$ cat src/rtl/keypad_scan_ctrl.sv
// ---------------------------------------------------------------------------
// keypad_scan_ctrl
//
// This block scans a 4x4 active-low matrix keypad and debounces presses and
// releases. Each accepted key shifts into a two-digit hex display. The block
// also time-multiplexes the two digits onto one shared seven-segment decoder.
//
// Parameters
//   SCAN_DIV         clk cycles each column is driven while scanning
//   DEBOUNCE_CYCLES  consecutive stable cycles needed to accept press/release
//   MUX_DIV          clk cycles per display digit slot
//
// Ports
//   clk        system clock, rising edge
//   reset      synchronous active-high reset
//   rows[3:0]  keypad rows, active-low, asynchronous to clk
//   cols[3:0]  keypad column drive, active-low, exactly one bit low
//   digitL     older hex digit
//   digitR     newest hex digit
//   dispDigit  hex value for the shared decoder in the current slot
//   onSeg[1:0] digit enables, active-low; [0] = right, [1] = left
//   keyValid   one-cycle pulse per accepted key
// ---------------------------------------------------------------------------
module keypad_scan_ctrl #(
  parameter int SCAN_DIV        = 2400,
  parameter int DEBOUNCE_CYCLES = 120000,
  parameter int MUX_DIV         = 24000
) (
  input  logic       clk,
  input  logic       reset,
  input  logic [3:0] rows,
  output logic [3:0] cols,
  output logic [3:0] digitL,
  output logic [3:0] digitR,
  output logic [3:0] dispDigit,
  output logic [1:0] onSeg,
  output logic       keyValid
);

  localparam int SCAN_W = $clog2(SCAN_DIV + 1);
  localparam int DEB_W  = $clog2(DEBOUNCE_CYCLES + 1);
  localparam int MUX_W  = $clog2(MUX_DIV + 1);

  localparam logic [SCAN_W-1:0] SCAN_LAST = SCAN_W'(SCAN_DIV - 1);
  localparam logic [DEB_W-1:0]  DEB_LAST  = DEB_W'(DEBOUNCE_CYCLES - 1);
  localparam logic [MUX_W-1:0]  MUX_LAST  = MUX_W'(MUX_DIV - 1);

  typedef enum logic [1:0] {
    SCAN      = 2'd0,
    DEB_PRESS = 2'd1,
    HOLD      = 2'd2,
    DEB_REL   = 2'd3
  } state_t;

  state_t            state_reg;
  logic [3:0]        sync1_reg;
  logic [3:0]        rs_reg;
  logic [1:0]        col_idx_reg;
  logic [1:0]        row_idx_reg;
  logic [3:0]        cols_reg;
  logic [SCAN_W-1:0] scan_cnt_reg;
  logic [DEB_W-1:0]  deb_cnt_reg;
  logic [MUX_W-1:0]  mux_cnt_reg;
  logic              sel_reg;
  logic [3:0]        digit_l_reg;
  logic [3:0]        digit_r_reg;
  logic              key_valid_reg;

  logic [1:0] col_next;
  logic [3:0] cols_next;
  logic       row_low;

  // Next column in the rotation and its active-low drive pattern.
  assign col_next  = col_idx_reg + 2'd1;
  assign cols_next = ~(4'b0001 << col_next);

  // The latched row as seen through the synchronizer.
  assign row_low = ~rs_reg[row_idx_reg];

  // When several rows are low at once, the lowest row index wins.
  function automatic logic [1:0] first_low(input logic [3:0] r);
    if (!r[0])      return 2'd0;
    else if (!r[1]) return 2'd1;
    else if (!r[2]) return 2'd2;
    else            return 2'd3;
  endfunction

  // Keypad legend, indexed {row, col}.
  function automatic logic [3:0] decode_key(input logic [1:0] r, input logic [1:0] c);
    case ({r, c})
      4'h0: return 4'h1;  4'h1: return 4'h2;  4'h2: return 4'h3;  4'h3: return 4'hA;
      4'h4: return 4'h4;  4'h5: return 4'h5;  4'h6: return 4'h6;  4'h7: return 4'hB;
      4'h8: return 4'h7;  4'h9: return 4'h8;  4'hA: return 4'h9;  4'hB: return 4'hC;
      4'hC: return 4'hE;  4'hD: return 4'h0;  4'hE: return 4'hF;  4'hF: return 4'hD;
      default: return 4'h0;
    endcase
  endfunction

  // Two-flop synchronizer. The idle level is all-high (pulled up).
  always_ff @(posedge clk) begin
    if (reset) begin
      sync1_reg <= 4'hF;
      rs_reg    <= 4'hF;
    end else begin
      sync1_reg <= rows;
      rs_reg    <= sync1_reg;
    end
  end

  // Scan / debounce FSM.
  always_ff @(posedge clk) begin
    if (reset) begin
      state_reg     <= SCAN;
      col_idx_reg   <= 2'd0;
      row_idx_reg   <= 2'd0;
      cols_reg      <= 4'b1110;
      scan_cnt_reg  <= '0;
      deb_cnt_reg   <= '0;
      digit_l_reg   <= 4'h0;
      digit_r_reg   <= 4'h0;
      key_valid_reg <= 1'b0;
    end else begin
      key_valid_reg <= 1'b0;
      case (state_reg)
        SCAN: begin
          if (scan_cnt_reg == SCAN_LAST) begin
            scan_cnt_reg <= '0;
            if (rs_reg != 4'hF) begin
              // The current column stays driven (frozen) while this key is
              // debounced and held.
              row_idx_reg <= first_low(rs_reg);
              deb_cnt_reg <= '0;
              state_reg   <= DEB_PRESS;
            end else begin
              col_idx_reg <= col_next;
              cols_reg    <= cols_next;
            end
          end else begin
            scan_cnt_reg <= scan_cnt_reg + SCAN_W'(1);
          end
        end

        DEB_PRESS: begin
          if (row_low) begin
            // Accept the key on the DEBOUNCE_CYCLES-th consecutive low cycle.
            if (deb_cnt_reg == DEB_LAST) begin
              digit_l_reg   <= digit_r_reg;
              digit_r_reg   <= decode_key(row_idx_reg, col_idx_reg);
              key_valid_reg <= 1'b1;
              deb_cnt_reg   <= '0;
              state_reg     <= HOLD;
            end else begin
              deb_cnt_reg <= deb_cnt_reg + DEB_W'(1);
            end
          end else begin
            // A bounce abandons the candidate and moves on to the next column.
            deb_cnt_reg  <= '0;
            scan_cnt_reg <= '0;
            col_idx_reg  <= col_next;
            cols_reg     <= cols_next;
            state_reg    <= SCAN;
          end
        end

        HOLD: begin
          // Only the latched row is watched, so other keys cannot register.
          if (!row_low) begin
            deb_cnt_reg <= '0;
            state_reg   <= DEB_REL;
          end
        end

        DEB_REL: begin
          if (!row_low) begin
            if (deb_cnt_reg == DEB_LAST) begin
              deb_cnt_reg  <= '0;
              scan_cnt_reg <= '0;
              col_idx_reg  <= col_next;
              cols_reg     <= cols_next;
              state_reg    <= SCAN;
            end else begin
              deb_cnt_reg <= deb_cnt_reg + DEB_W'(1);
            end
          end else begin
            deb_cnt_reg <= '0;
            state_reg   <= HOLD;
          end
        end

        default: state_reg <= SCAN;
      endcase
    end
  end

  // The display multiplexer runs freely, independent of the FSM state.
  always_ff @(posedge clk) begin
    if (reset) begin
      mux_cnt_reg <= '0;
      sel_reg     <= 1'b0;
    end else if (mux_cnt_reg == MUX_LAST) begin
      mux_cnt_reg <= '0;
      sel_reg     <= ~sel_reg;
    end else begin
      mux_cnt_reg <= mux_cnt_reg + MUX_W'(1);
    end
  end

  assign cols      = cols_reg;
  assign digitL    = digit_l_reg;
  assign digitR    = digit_r_reg;
  assign keyValid  = key_valid_reg;
  assign onSeg     = sel_reg ? 2'b01 : 2'b10;
  // dispDigit is taken directly from the digit registers, so a digit update
  // that lands on a slot toggle is shown as soon as the registers change.
  assign dispDigit = sel_reg ? digit_l_reg : digit_r_reg;

endmodule
$ cat config.mk
export PLATFORM = sky130hd
export DESIGN_NAME = keypad_scan_ctrl
export DESIGN_NICKNAME = d
export VERILOG_FILES = /design/src/rtl/keypad_scan_ctrl.sv
export SDC_FILE = /design/constraint.sdc
export NUM_CORES = 1
export LEC_CHECK = 0
export ABC_AREA = 1
export CAP_MARGIN = 5
export CORE_ASPECT_RATIO = 1.4
export CORE_MARGIN = 1.5
export CORE_UTILIZATION = 45
export CTS_BUF_LIST = sky130_fd_sc_hd__clkbuf_8
export CTS_CLUSTER_DIAMETER = 40
export DETAILED_ROUTE_END_ITERATION = 7
export PLACE_DENSITY = 0.7
export SLEW_MARGIN = 20
export SYNTH_ARGS = -nofsm -noshare
export SYNTH_HDL_FRONTEND = slang
export SYNTH_SLANG_ARGS = --single-unit
$ cat constraint.sdc
create_clock -name clk -period 2.5 [get_ports clk]
set_input_delay 0.75 -clock clk [delete_from_list [all_inputs] [get_ports clk]]
set_output_delay 0.75 -clock clk [all_outputs]
set_load 0.05 [all_outputs]
==> metrics.cfg <==
[worst_setup_path]
rrSetupSlack_ns = 0.51
cp.arrival_ns = 1.56
crit_slowest_cell = clkdlybuf4s50_1
cp-end-kind = output pin
worstPathRequired_ns = 1.75
timing.rr.end = deb_cnt_reg[7]$_SDFFE_PP0P_
path_class = flop to output pin
crit-reg2reg-launch = scan_cnt_reg[1]$_SDFFE_PP0P_
crit_chain = clkdlybuf4s50_1
reg2regPathDepth = 11
cp_max_fo = 3
start_kind = flop
cp_num_buf_inv = 1
path_depth = 1
slowest_delay_ns = 0.83
critPathTopFamily = buffers and inverters

[power]
ir_drop_mv = 0.429
power_uw = 2250
power.leakage_uw = 0.00185
p_per_area_nw_per_um2 = 498

[detailed_routing]
drc = 0
detail-route-antenna-nets = 0
routed_wl_mm = 8.23
drt-vias-per-instance = 5.05
first_pass_iters = 4
via_count = 3542
drt_iter0_drc = 213
routedWlPerCell_um = 11.7

[clock_tree]
cts_buffer_depth = 2
cts_tree = done
ctsHtreeMaxLevel = 3
cts_sinks = 72
clk_latency_ns = 0.36
post_cts_resized = 0
cts_hold_buf = 0
root_buffer = clkbuf_8
numCtsBuffers = 9
clk_pin_slew_ns = 0.07
cts_setup_buffers = 0

[global_route]
grt_util_met2_pct = 34.0
grtUsageTotal_pct = 20.1
met1_usage_pct = 22.8
antenna_found_initial = 0
grt_overflow = 0
gr-max-usage-layer = met2
grt_pass1_vias = 3402
grt_max_degree = 25
grt_pass1_wl_mm = 14.6
met3_usage_pct = 3.59

[status]
status = finished clean

[sta]
tns_ns = 0
skew_ns = 0.00930
hold_violations = 0
finalMaxSlewViolations = 0
setup_violations = 0
layout_min_cycle_time_ns = 2.31
rsz0062_at_grt = false
tightest_slew_ns = 0.532
min_period_over_period_pct = 92.2
fmax_mhz = 434
slew_headroom_pct = 64.3

[yosys]
yosysWarnings = 0
ys_seq_area_share_pct = 36.2
syn_nets = 584
syn_inst = 565
syn_area_um2 = 3990
synth_area_per_cell_um2 = 7.06
synth-seq-cells = 72
ys_types = 42

[die]
initial_core_util_pct = 46.3
ioPinCount = 25
core_um2 = 8610
die_area_um2 = 9440
die_w_um = 82.5
fp.dieH_um = 114
rows = 40

[hold_path]
holdPathStages = 1
min_path_type = flop to flop
worstHoldStart = sync1_reg[0]$_SDFF_PP1_
min_to = rs_reg[0]$_SDFF_PP1_

[placement]
place_hpwl_mm = 6.08
placed_area_um2 = 4290
io_buffers = 24
place.gp.congestion = 0.845

[finish]
area_growth_pct = 13.2
nets = 611
final_common_cell = nand2_1
diodes = 0
largest_reg_flops = 17
drive_gt1_share_pct = 12.1
stdcell_area_um2 = 4510
final_cell_mix = nand2_1, inv_1, dfxtp_1

[run]
drv_cap = 0

==> worst max-delay path by stage <==
stage,start,endpoint
after floorplan,digitR[0]$_SDFFE_PP0P_,dispDigit[0]
after global placement,reset,mux_cnt_reg[8]$_SDFF_PP0_
after detailed placement,reset,mux_cnt_reg[8]$_SDFF_PP0_
after CTS,digitR[2]$_SDFFE_PP0P_,digitR[2]
final,digitR[2]$_SDFFE_PP0P_,digitR[2]
after global routing,digitR[3]$_SDFFE_PP0P_,digitR[3]
==> final cells by class <==
type	instances	area (µm²)
fill	851	4100
multi-input combinational	404	2160
sequential	72	1440
inverter	75	284
timing repair buffer	30	275
clock buffer	13	179
tap	105	131
clock inverter	3	38.8
==> report_power, final <==
group	internal, µW	switching [µW]	leakage (µW)
registers	1160	9.17	0.000583
logic	31.9	45.3	0.00115
clock network	565	435	0.000117
==> Yosys cell counts <==
library cell,instances,share of area [%]
nand2_1,143,13
inv_1,73,6.9
dfxtp_1,72,36
nor2_1,69,6.5
o21ai_0,33,4.1
a21oi_1,30,3.8
nand3_1,27,3.4
ha_1,13,4.1
nor3_1,13,1.6
nand4_1,9,1.4
or2_2,8,1.3
nand3_2,6,1.5
nor2_4,6,1.7
xor2_1,6,1.3
buf_6,5,1.4
clkbuf_1,5,0.47
nand2_4,5,1.4
nand2_2,4,0.63
xnor2_1,4,0.88
nand3_4,3,1.3
nor2_2,3,0.47
a211oi_1,2,0.38
a211oi_2,2,0.63
buf_2,2,0.25
buf_4,2,0.38
o21ai_1,2,0.25
o21bai_2,2,0.56
o22ai_1,2,0.31
a21oi_2,1,0.22
a21oi_4,1,0.41
a31oi_1,1,0.16
inv_2,1,0.094
inv_4,1,0.16
nand3b_1,1,0.19
nand4_4,1,0.53
nor2_8,1,0.50
nor3_2,1,0.25
nor3b_1,1,0.19
nor4_1,1,0.16
o211ai_1,1,0.19
o21a_1,1,0.19
o21ai_2,1,0.22
==> kinds of logic (layout without fill, tap and decap cells) <==
kind of cell | after synthesis | after routing | synth area share, %
XOR/XNOR | 10 | 10 | 2.20
AND/OR/NAND/NOR | 302 | 302 | 36.5
AO/OA/AOI/OAI | 79 | 79 | 11.4
buffers and inverters | 89 | 121 | 9.64
adder cells (fa/ha/maj) | 13 | 13 | 4.08
flip-flops | 72 | 72 | 36.2
==> layer usage <==
metal	share of wire, %	vias to the layer above	routed length (µm)
li1	-	1848	-
met1	43	1590	3500
met2	50	81	4130
met3	3.4	23	281
met4	3.9	0	320
met5	0	-	0
==> metrics by stage <==
stage | hold WS, ns | instances | setup WS (ns) | util, %
after CTS | 0.419 | 702 | 0.177 | 52.4
final | 0.413 | 702 | 0.194 | 52.4
after floorplan | 0.389 | 565 | 0.284 | -
after global placement | 0.391 | 686 | 0.379 | 49.9
after detailed placement | 0.399 | 686 | 0.328 | 49.9
after global routing | 0.436 | 702 | 0.153 | 52.4
(Power assumes the default switching activity.)
